==> src/rtl/uart_pkg.sv <==
`default_nettype none
// ============================================================================
//  Module      : uart_pkg
//  Description : Shared definitions for the oversampling UART receiver:
//                receiver FSM state encoding, parameter legality bounds and
//                a parity helper.
//  Revision    : 1.0 - initial release
// ============================================================================
package uart_pkg;

    // Legal ranges for the receiver parameters
    localparam int C_DATA_W_MIN = 5;
    localparam int C_DATA_W_MAX = 9;
    localparam int C_OVS_MIN    = 8;
    localparam int C_OVS_MAX    = 32;

    // Receiver FSM states; PARITY is only visited when parity checking is built in
    typedef enum logic [2:0] {
        ST_IDLE   = 3'd0,
        ST_START  = 3'd1,
        ST_DATA   = 3'd2,
        ST_PARITY = 3'd3,
        ST_STOP   = 3'd4,
        ST_BREAK  = 3'd5
    } rx_state_e;

    // Parity bit a transmitter would send for this word (data is zero-extended)
    function automatic logic calc_parity(input logic [8:0] data, input logic odd);
        return (^data) ^ odd;
    endfunction

endpackage
`default_nettype wire

==> src/rtl/uart_rx_fifo.sv <==
`default_nettype none
// ============================================================================
//  Module      : uart_rx_fifo
//  Description : Single-clock synchronous receive FIFO. Simultaneous push and
//                pop always succeed, even when full. A push into a full FIFO
//                without a pop is dropped and flagged on drop_o.
//  Revision    : 1.0 - initial release
// ============================================================================
module uart_rx_fifo #(
    parameter int DATA_W = 8,
    parameter int DEPTH  = 8
) (
    input  logic                     clk_i,
    input  logic                     rst_i,
    input  logic                     wr_en_i,
    input  logic [DATA_W-1:0]        wr_data_i,
    input  logic                     rd_en_i,
    output logic [DATA_W-1:0]        data_o,
    output logic                     valid_o,
    output logic                     full_o,
    output logic [$clog2(DEPTH):0]   count_o,
    output logic                     drop_o
);

    localparam int C_PTR_W = $clog2(DEPTH);
    localparam int C_CNT_W = C_PTR_W + 1;

    logic [DATA_W-1:0]  r_mem [DEPTH];
    logic [C_PTR_W-1:0] r_wr_ptr;
    logic [C_PTR_W-1:0] r_rd_ptr;
    logic [C_CNT_W-1:0] r_count;

    logic w_full;
    logic w_empty;
    logic w_do_rd;
    logic w_do_wr;

    assign w_full  = (r_count == C_CNT_W'(DEPTH));
    assign w_empty = (r_count == '0);
    assign w_do_rd = rd_en_i && !w_empty;
    assign w_do_wr = wr_en_i && (!w_full || w_do_rd);

    assign drop_o  = wr_en_i && w_full && !w_do_rd;
    assign valid_o = !w_empty;
    assign full_o  = w_full;
    assign count_o = r_count;
    assign data_o  = w_empty ? '0 : r_mem[r_rd_ptr];

    // Storage array: written only on an accepted push
    always_ff @(posedge clk_i) begin
        if (w_do_wr) begin
            r_mem[r_wr_ptr] <= wr_data_i;
        end
    end

    // Pointers wrap naturally at DEPTH (power of two); occupancy tracks push/pop
    always_ff @(posedge clk_i) begin
        if (rst_i) begin
            r_wr_ptr <= '0;
            r_rd_ptr <= '0;
            r_count  <= '0;
        end else begin
            if (w_do_wr) begin
                r_wr_ptr <= r_wr_ptr + C_PTR_W'(1);
            end
            if (w_do_rd) begin
                r_rd_ptr <= r_rd_ptr + C_PTR_W'(1);
            end
            case ({w_do_wr, w_do_rd})
                2'b10:   r_count <= r_count + C_CNT_W'(1);
                2'b01:   r_count <= r_count - C_CNT_W'(1);
                default: r_count <= r_count;
            endcase
        end
    end

endmodule
`default_nettype wire

==> src/rtl/uart_rx_n.sv <==
`default_nettype none
// ============================================================================
//  Module      : uart_rx_n
//  Description : Oversampling UART receiver with a programmable baud divider,
//                glitch-rejecting start detection, break handling and a
//                receive FIFO with sticky overrun.
//                Optional parity checking is built when the macro
//                UART_RX_PARITY_EN is defined (adds port parity_odd_i).
//  Revision    : 1.0 - initial release
// ============================================================================
module uart_rx_n
    import uart_pkg::*;
#(
    parameter int DATA_W = 8,
    parameter int OVS    = 16,
    parameter int DEPTH  = 8,
    parameter int DIV_W  = 16
) (
    input  logic                   clk_i,
    input  logic                   rst_i,
    input  logic                   rx_i,
    input  logic [DIV_W-1:0]       baud_div_i,
`ifdef UART_RX_PARITY_EN
    input  logic                   parity_odd_i,
`endif
    input  logic                   rd_en_i,
    output logic [DATA_W-1:0]      data_o,
    output logic                   valid_o,
    output logic                   full_o,
    output logic [$clog2(DEPTH):0] count_o,
    output logic                   frame_err_o,
    output logic                   parity_err_o,
    output logic                   overrun_o,
    output logic                   busy_o
);

    localparam int C_SMP_W = $clog2(OVS);
    localparam int C_BIT_W = $clog2(DATA_W);

    localparam logic [C_SMP_W-1:0] C_SMP_HALF = C_SMP_W'(OVS / 2 - 1);
    localparam logic [C_SMP_W-1:0] C_SMP_LAST = C_SMP_W'(OVS - 1);
    localparam logic [C_BIT_W-1:0] C_BIT_LAST = C_BIT_W'(DATA_W - 1);

    // Line synchroniser and edge history
    logic r_rx_meta;
    logic r_rx_sync;
    logic r_rx_prev;

    // Baud tick generation
    logic [DIV_W-1:0] r_div;
    logic [DIV_W-1:0] r_div_cnt;
    logic             w_tick;

    // Receiver state
    rx_state_e          r_state;
    logic [C_SMP_W-1:0] r_smp_cnt;
    logic [C_BIT_W-1:0] r_bit_cnt;
    logic [DATA_W-1:0]  r_shift;
    logic               r_push;
    logic               r_frame_err;
    logic               r_busy;
    logic               r_overrun;
    logic               w_start_det;
    logic               w_drop;

`ifdef UART_RX_PARITY_EN
    logic r_par_bit;
    logic r_parity_err;
`endif

    assign w_start_det = (r_state == ST_IDLE) && r_rx_prev && !r_rx_sync;
    assign w_tick      = (r_state != ST_IDLE) && (r_div_cnt == r_div);

    // Two-flop synchroniser plus one history flop for falling-edge detection
    always_ff @(posedge clk_i) begin
        if (rst_i) begin
            r_rx_meta <= 1'b1;
            r_rx_sync <= 1'b1;
            r_rx_prev <= 1'b1;
        end else begin
            r_rx_meta <= rx_i;
            r_rx_sync <= r_rx_meta;
            r_rx_prev <= r_rx_sync;
        end
    end

    // Oversample tick divider; divisor captured at start so mid-frame changes are ignored
    always_ff @(posedge clk_i) begin
        if (rst_i) begin
            r_div     <= '0;
            r_div_cnt <= '0;
        end else if (w_start_det) begin
            r_div     <= baud_div_i;
            r_div_cnt <= '0;
        end else if ((r_state == ST_IDLE) || w_tick) begin
            r_div_cnt <= '0;
        end else begin
            r_div_cnt <= r_div_cnt + DIV_W'(1);
        end
    end

    // Frame FSM: start validation at mid start bit, then one sample per bit at mid-bit
    always_ff @(posedge clk_i) begin
        if (rst_i) begin
            r_state     <= ST_IDLE;
            r_smp_cnt   <= '0;
            r_bit_cnt   <= '0;
            r_shift     <= '0;
            r_push      <= 1'b0;
            r_frame_err <= 1'b0;
            r_busy      <= 1'b0;
`ifdef UART_RX_PARITY_EN
            r_par_bit    <= 1'b0;
            r_parity_err <= 1'b0;
`endif
        end else begin
            r_push      <= 1'b0;
            r_frame_err <= 1'b0;
`ifdef UART_RX_PARITY_EN
            r_parity_err <= 1'b0;
`endif
            case (r_state)
                ST_IDLE: begin
                    if (w_start_det) begin
                        r_state   <= ST_START;
                        r_smp_cnt <= '0;
                        r_bit_cnt <= '0;
                        r_busy    <= 1'b1;
                    end
                end
                ST_START: begin
                    if (w_tick) begin
                        if (r_smp_cnt == C_SMP_HALF) begin
                            r_smp_cnt <= '0;
                            if (r_rx_sync) begin
                                r_state <= ST_IDLE;
                                r_busy  <= 1'b0;
                            end else begin
                                r_state <= ST_DATA;
                            end
                        end else begin
                            r_smp_cnt <= r_smp_cnt + C_SMP_W'(1);
                        end
                    end
                end
                ST_DATA: begin
                    if (w_tick) begin
                        if (r_smp_cnt == C_SMP_LAST) begin
                            r_smp_cnt <= '0;
                            r_shift   <= {r_rx_sync, r_shift[DATA_W-1:1]};
                            if (r_bit_cnt == C_BIT_LAST) begin
                                r_bit_cnt <= '0;
`ifdef UART_RX_PARITY_EN
                                r_state   <= ST_PARITY;
`else
                                r_state   <= ST_STOP;
`endif
                            end else begin
                                r_bit_cnt <= r_bit_cnt + C_BIT_W'(1);
                            end
                        end else begin
                            r_smp_cnt <= r_smp_cnt + C_SMP_W'(1);
                        end
                    end
                end
`ifdef UART_RX_PARITY_EN
                ST_PARITY: begin
                    if (w_tick) begin
                        if (r_smp_cnt == C_SMP_LAST) begin
                            r_smp_cnt <= '0;
                            r_par_bit <= r_rx_sync;
                            r_state   <= ST_STOP;
                        end else begin
                            r_smp_cnt <= r_smp_cnt + C_SMP_W'(1);
                        end
                    end
                end
`endif
                ST_STOP: begin
                    if (w_tick) begin
                        if (r_smp_cnt == C_SMP_LAST) begin
                            r_smp_cnt <= '0;
                            if (r_rx_sync) begin
`ifdef UART_RX_PARITY_EN
                                if (calc_parity(9'(r_shift), parity_odd_i) != r_par_bit) begin
                                    r_parity_err <= 1'b1;
                                end else begin
                                    r_push <= 1'b1;
                                end
`else
                                r_push  <= 1'b1;
`endif
                                r_state <= ST_IDLE;
                                r_busy  <= 1'b0;
                            end else begin
                                r_frame_err <= 1'b1;
                                r_state     <= ST_BREAK;
                            end
                        end else begin
                            r_smp_cnt <= r_smp_cnt + C_SMP_W'(1);
                        end
                    end
                end
                ST_BREAK: begin
                    if (r_rx_sync) begin
                        r_state <= ST_IDLE;
                        r_busy  <= 1'b0;
                    end
                end
                default: begin
                    r_state <= ST_IDLE;
                    r_busy  <= 1'b0;
                end
            endcase
        end
    end

    // Overrun stays set from the first dropped word until reset
    always_ff @(posedge clk_i) begin
        if (rst_i) begin
            r_overrun <= 1'b0;
        end else if (w_drop) begin
            r_overrun <= 1'b1;
        end
    end

    uart_rx_fifo #(
        .DATA_W (DATA_W),
        .DEPTH  (DEPTH)
    ) u_fifo (
        .clk_i     (clk_i),
        .rst_i     (rst_i),
        .wr_en_i   (r_push),
        .wr_data_i (r_shift),
        .rd_en_i   (rd_en_i),
        .data_o    (data_o),
        .valid_o   (valid_o),
        .full_o    (full_o),
        .count_o   (count_o),
        .drop_o    (w_drop)
    );

    assign frame_err_o = r_frame_err;
    assign overrun_o   = r_overrun;
    assign busy_o      = r_busy;
`ifdef UART_RX_PARITY_EN
    assign parity_err_o = r_parity_err;
`else
    assign parity_err_o = 1'b0;
`endif

endmodule
`default_nettype wire
==> config.mk <==
export PLATFORM = sky130hd
export DESIGN_NAME = uart_rx_n
export DESIGN_NICKNAME = d
export VERILOG_FILES = /design/src/rtl/uart_pkg.sv /design/src/rtl/uart_rx_fifo.sv /design/src/rtl/uart_rx_n.sv
export SDC_FILE = /design/constraint.sdc
export NUM_CORES = 1
export LEC_CHECK = 0
export ABC_AREA = 1
export CAP_MARGIN = 20
export CORE_UTILIZATION = 55
export CTS_BUF_LIST = sky130_fd_sc_hd__clkbuf_8
export DETAILED_ROUTE_END_ITERATION = 7
export PLACE_DENSITY = 0.82
export SYNTH_ARGS = -nofsm -noshare
export SYNTH_HDL_FRONTEND = slang
export SYNTH_HIERARCHICAL = 1
export SYNTH_SLANG_ARGS = --single-unit
==> constraint.sdc <==
create_clock -name clk_i -period 3.06 [get_ports clk_i]
set_clock_uncertainty 0.1 [all_clocks]
set_input_delay 0.612 -clock clk_i [delete_from_list [all_inputs] [get_ports clk_i]]
set_output_delay 0.612 -clock clk_i [all_outputs]
set_load 0.05 [all_outputs]
==> reports/summary.txt <==
endpoints failing setup -> 0
# Max-Cap Violations -> 0
DR vias/cell -> 5.35
synthesized flop and latch total -> 134
DRT antenna net count -> 0
Synth Area per Inst -> 8.73 sq um
Slowest Stage Delay on Critical Path -> 870 ps
synthesized area -> 0.00601 sq mm
Final Critical Period -> 2790 ps
clock group share of total power -> 20.8%
crit share post-route -> 91.1%
n_diodes -> 0
register area -> 0.00332 sq mm
antenna violations before repair -> 0
cell taking the most area after synthesis -> edfxtp_1
cells along the critical path -> nor4_2, clkdlybuf4s50_1
final wirelength -> 12,700 um
Synth Net Count -> 715
combinational share of power -> 44.8%
total global routing overflow -> 0
top cell type's share of synthesized area -> 32.0%
drt drc -> 0
clock buffer count from CTS -> 17
Worst setup EP type -> output pin
worst skew pair latency -> 430 ps
DIE AREA -> 0.0113 sq mm
largest net degree at the start of global routing -> 34
Syn. warnings -> 6
Final Net Count -> 761
Flop pwr share -> 34.4%
NetSw -> 2.75 mW
Max Fclk -> 359 MHz
crit path buf inv count -> 1
Netlist cell types -> 44
Pre-antenna DRT Iters -> 7
setup_tns -> 0 ps
maximum VDD drop -> 0.820 mV
WP data required -> 2350 ps
Filler cells -> 851
Hold Buf Count CTS -> 0
Area contributors post-synth -> edfxtp_1, dfxtp_1, nor2_1
vias in the first global route -> 4,524
CP Class -> reg2out
clk root buf -> clkbuf_8
status -> complete, no violations
share of post-route cells with drive strength above 1 -> 14.9%
cell with the most instances after synthesis -> nor2_1
Slew HR -> 53.7%
hpwl dp -> 8810 um
CTS tree -> done
HP Class -> reg2reg
CP max-delay cell -> clkdlybuf4s50_1
CP Launch Type -> flop
initial core utilization -> 57.4%
Async S/R FF share, synth -> 0%
Gate Count Post-Synth -> 688
count of final max-slew check failures -> 0
hold slack -> 318 ps
fin util -> 65.5%
die height -> 107 um
Initial DRC Count -> 357
Power Density -> 911 mW/mm^2
actual slew at the worst max-slew pin -> 693 ps
P_leak -> 2.73 nW
Fin. Hold Viols -> 0
Reg clk slew, reported paths -> 80 ps
Ports -> 38
GR Util All Layers -> 24.1%
Critical Path AT -> 2070 ps
clock sink count -> 134
site row count -> 37
Final GP Congestion -> 0.877
port buffer count -> 36
first-pass GRT wire length -> 21,300 um
H-tree Lvls -> 4
RSZ-0062 raised after global routing -> false
vias -> 4,722
Primary FF master, synth -> dfxtp_1
Post-synth EDFFs -> 64
multi-input logic area -> 0.00227 sq mm
core area -> 0.0105 sq mm
sequential-to-total area share from yosys stat -> 55.3%
maximum clock path buffer count -> 2
switch share -> 44.0%
Area Overhead vs Synth -> 14.0%
WL/cell -> 14.4 um
Die Width -> 107 um
Int Pwr -> 3.49 mW
reg2reg setup slack -> 820 ps
Crit Path Max Fanout -> 7
critical path's top delay family -> buffers and inverters
Post-synth top cells -> nor2_1, nand2_1, o21ai_0
==> cells by family after synthesis <==
kind of cell | synth area share [%]
xor+xnor | 0.729
compound gates | 13.6
buf+inv | 6.98
other cells | 0.0624
fa+ha+maj | 1.46
flops | 55.3
simple gates | 21.8
==> layout make-up <==
class	instances	area share, %
Timing Repair Buffer	46	6.07
Multi-Input combinational cell	450	33.1
Clock inverter	15	1.68
Tap cell	136	2.48
Sequential cell	134	48.5
Clock buffer	17	3.42
Inverter	85	4.73
==> metal layers <==
layer	routed length, um	global-route usage (%)
met1	5470	30.8
met2	6360	41.3
met3	746	4.66
met4	148	7.34
met5	0	0
==> state kept, by name (all words and copies together) (netlist names), named ones only <==
signal,cells
r_div_cnt,16
r_state,3
r_push,1
frame_err_o,1
u_fifo/r_wr_ptr,3
r_rx_sync,1
u_fifo/r_mem,64
u_fifo/count_o,4
r_smp_cnt,4
busy_o,1
r_shift,8
r_div,16
r_rx_prev,1
r_rx_meta,1
overrun_o,1
r_bit_cnt,3
u_fifo/r_rd_ptr,3
==> through the flow <==
| stage | cell area, sq um | total power, mW | std cells | worst slack [ps] |
|---|---|---|---|---|
| 2_1_floorplan | 6010 | 4.30 | 688 | 320 |
| 3_3_place_gp | 6500 | 4.87 | 851 | 465 |
| 3_5_place_dp | 6500 | 4.95 | 851 | 383 |
| 4_1_cts | 6850 | 6.24 | 883 | 102 |
| 5_1_grt | 6850 | 6.63 | 883 | 138 |
| 6_report | 6850 | 6.24 | 883 | 273 |
==> worst register-to-register path, delay by kind of cell, from the launching register on <==
family	cells	cell delay [ps]
DFF	1	480
and+or+nand+nor	7	1230
buffers and inverters	1	70
==> what timing repair did <==
item / 4_1_cts / 5_1_grt
gates resized for setup: 0 / 1
buffers inserted: 0 / 0
endpoints found under the setup margin: 0 / 7
==> cell usage in the layout (no fill, tap or decap), types with 2 or more instances in the layout <==
cell type | Yosys | final
a21oi_1 | 42 | 42
a31oi_1 | 10 | 10
buf_4 | 1 | 18
clkbuf_8 | 0 | 17
clkdlybuf4s50_1 | 0 | 28
clkinv_2 | 0 | 4
clkinvlp_4 | 0 | 4
dfxtp_1 | 70 | 69
edfxtp_1 | 64 | 64
ha_1 | 7 | 7
inv_1 | 62 | 65
inv_2 | 22 | 22
inv_6 | 0 | 2
nand2_1 | 108 | 108
nand2_2 | 10 | 10
nand2_4 | 5 | 5
nand3_1 | 13 | 13
nand3_2 | 3 | 3
nand4_1 | 8 | 8
nor2_1 | 113 | 113
nor2_2 | 9 | 9
nor2_4 | 2 | 2
nor3_1 | 4 | 4
nor3_2 | 2 | 2
nor4_2 | 2 | 2
o211ai_1 | 2 | 2
o21ai_0 | 75 | 75
o21ai_1 | 7 | 7
o22ai_1 | 8 | 8
or2_2 | 2 | 2
xor2_1 | 4 | 4
==> worst paths after layout <==
check,startpoint,end,cells after the start
worst max-delay path,u_fifo/count_o[1]$_SDFFE_PP0P_,full_o,2
worst min-delay path,r_rx_meta$_SDFF_PP1_,r_rx_sync$_SDFF_PP1_,1
worst max register to register,u_fifo/count_o[2]$_SDFFE_PP0P_,u_fifo/r_mem[5][2]$_DFFE_PP_,8
worst min register to register,r_rx_meta$_SDFF_PP1_,r_rx_sync$_SDFF_PP1_,1
==> power by group through the flow <==
stage	registers (mW)	logic, mW	clock network (mW)
after floorplan	2.24	2.07	0
after global placement	2.16	2.71	0
after detailed placement	2.18	2.77	0
after CTS	2.14	2.78	1.32
after global routing	2.16	3.06	1.41
final	2.15	2.79	1.30
Power figures use the tool's default switching activity.
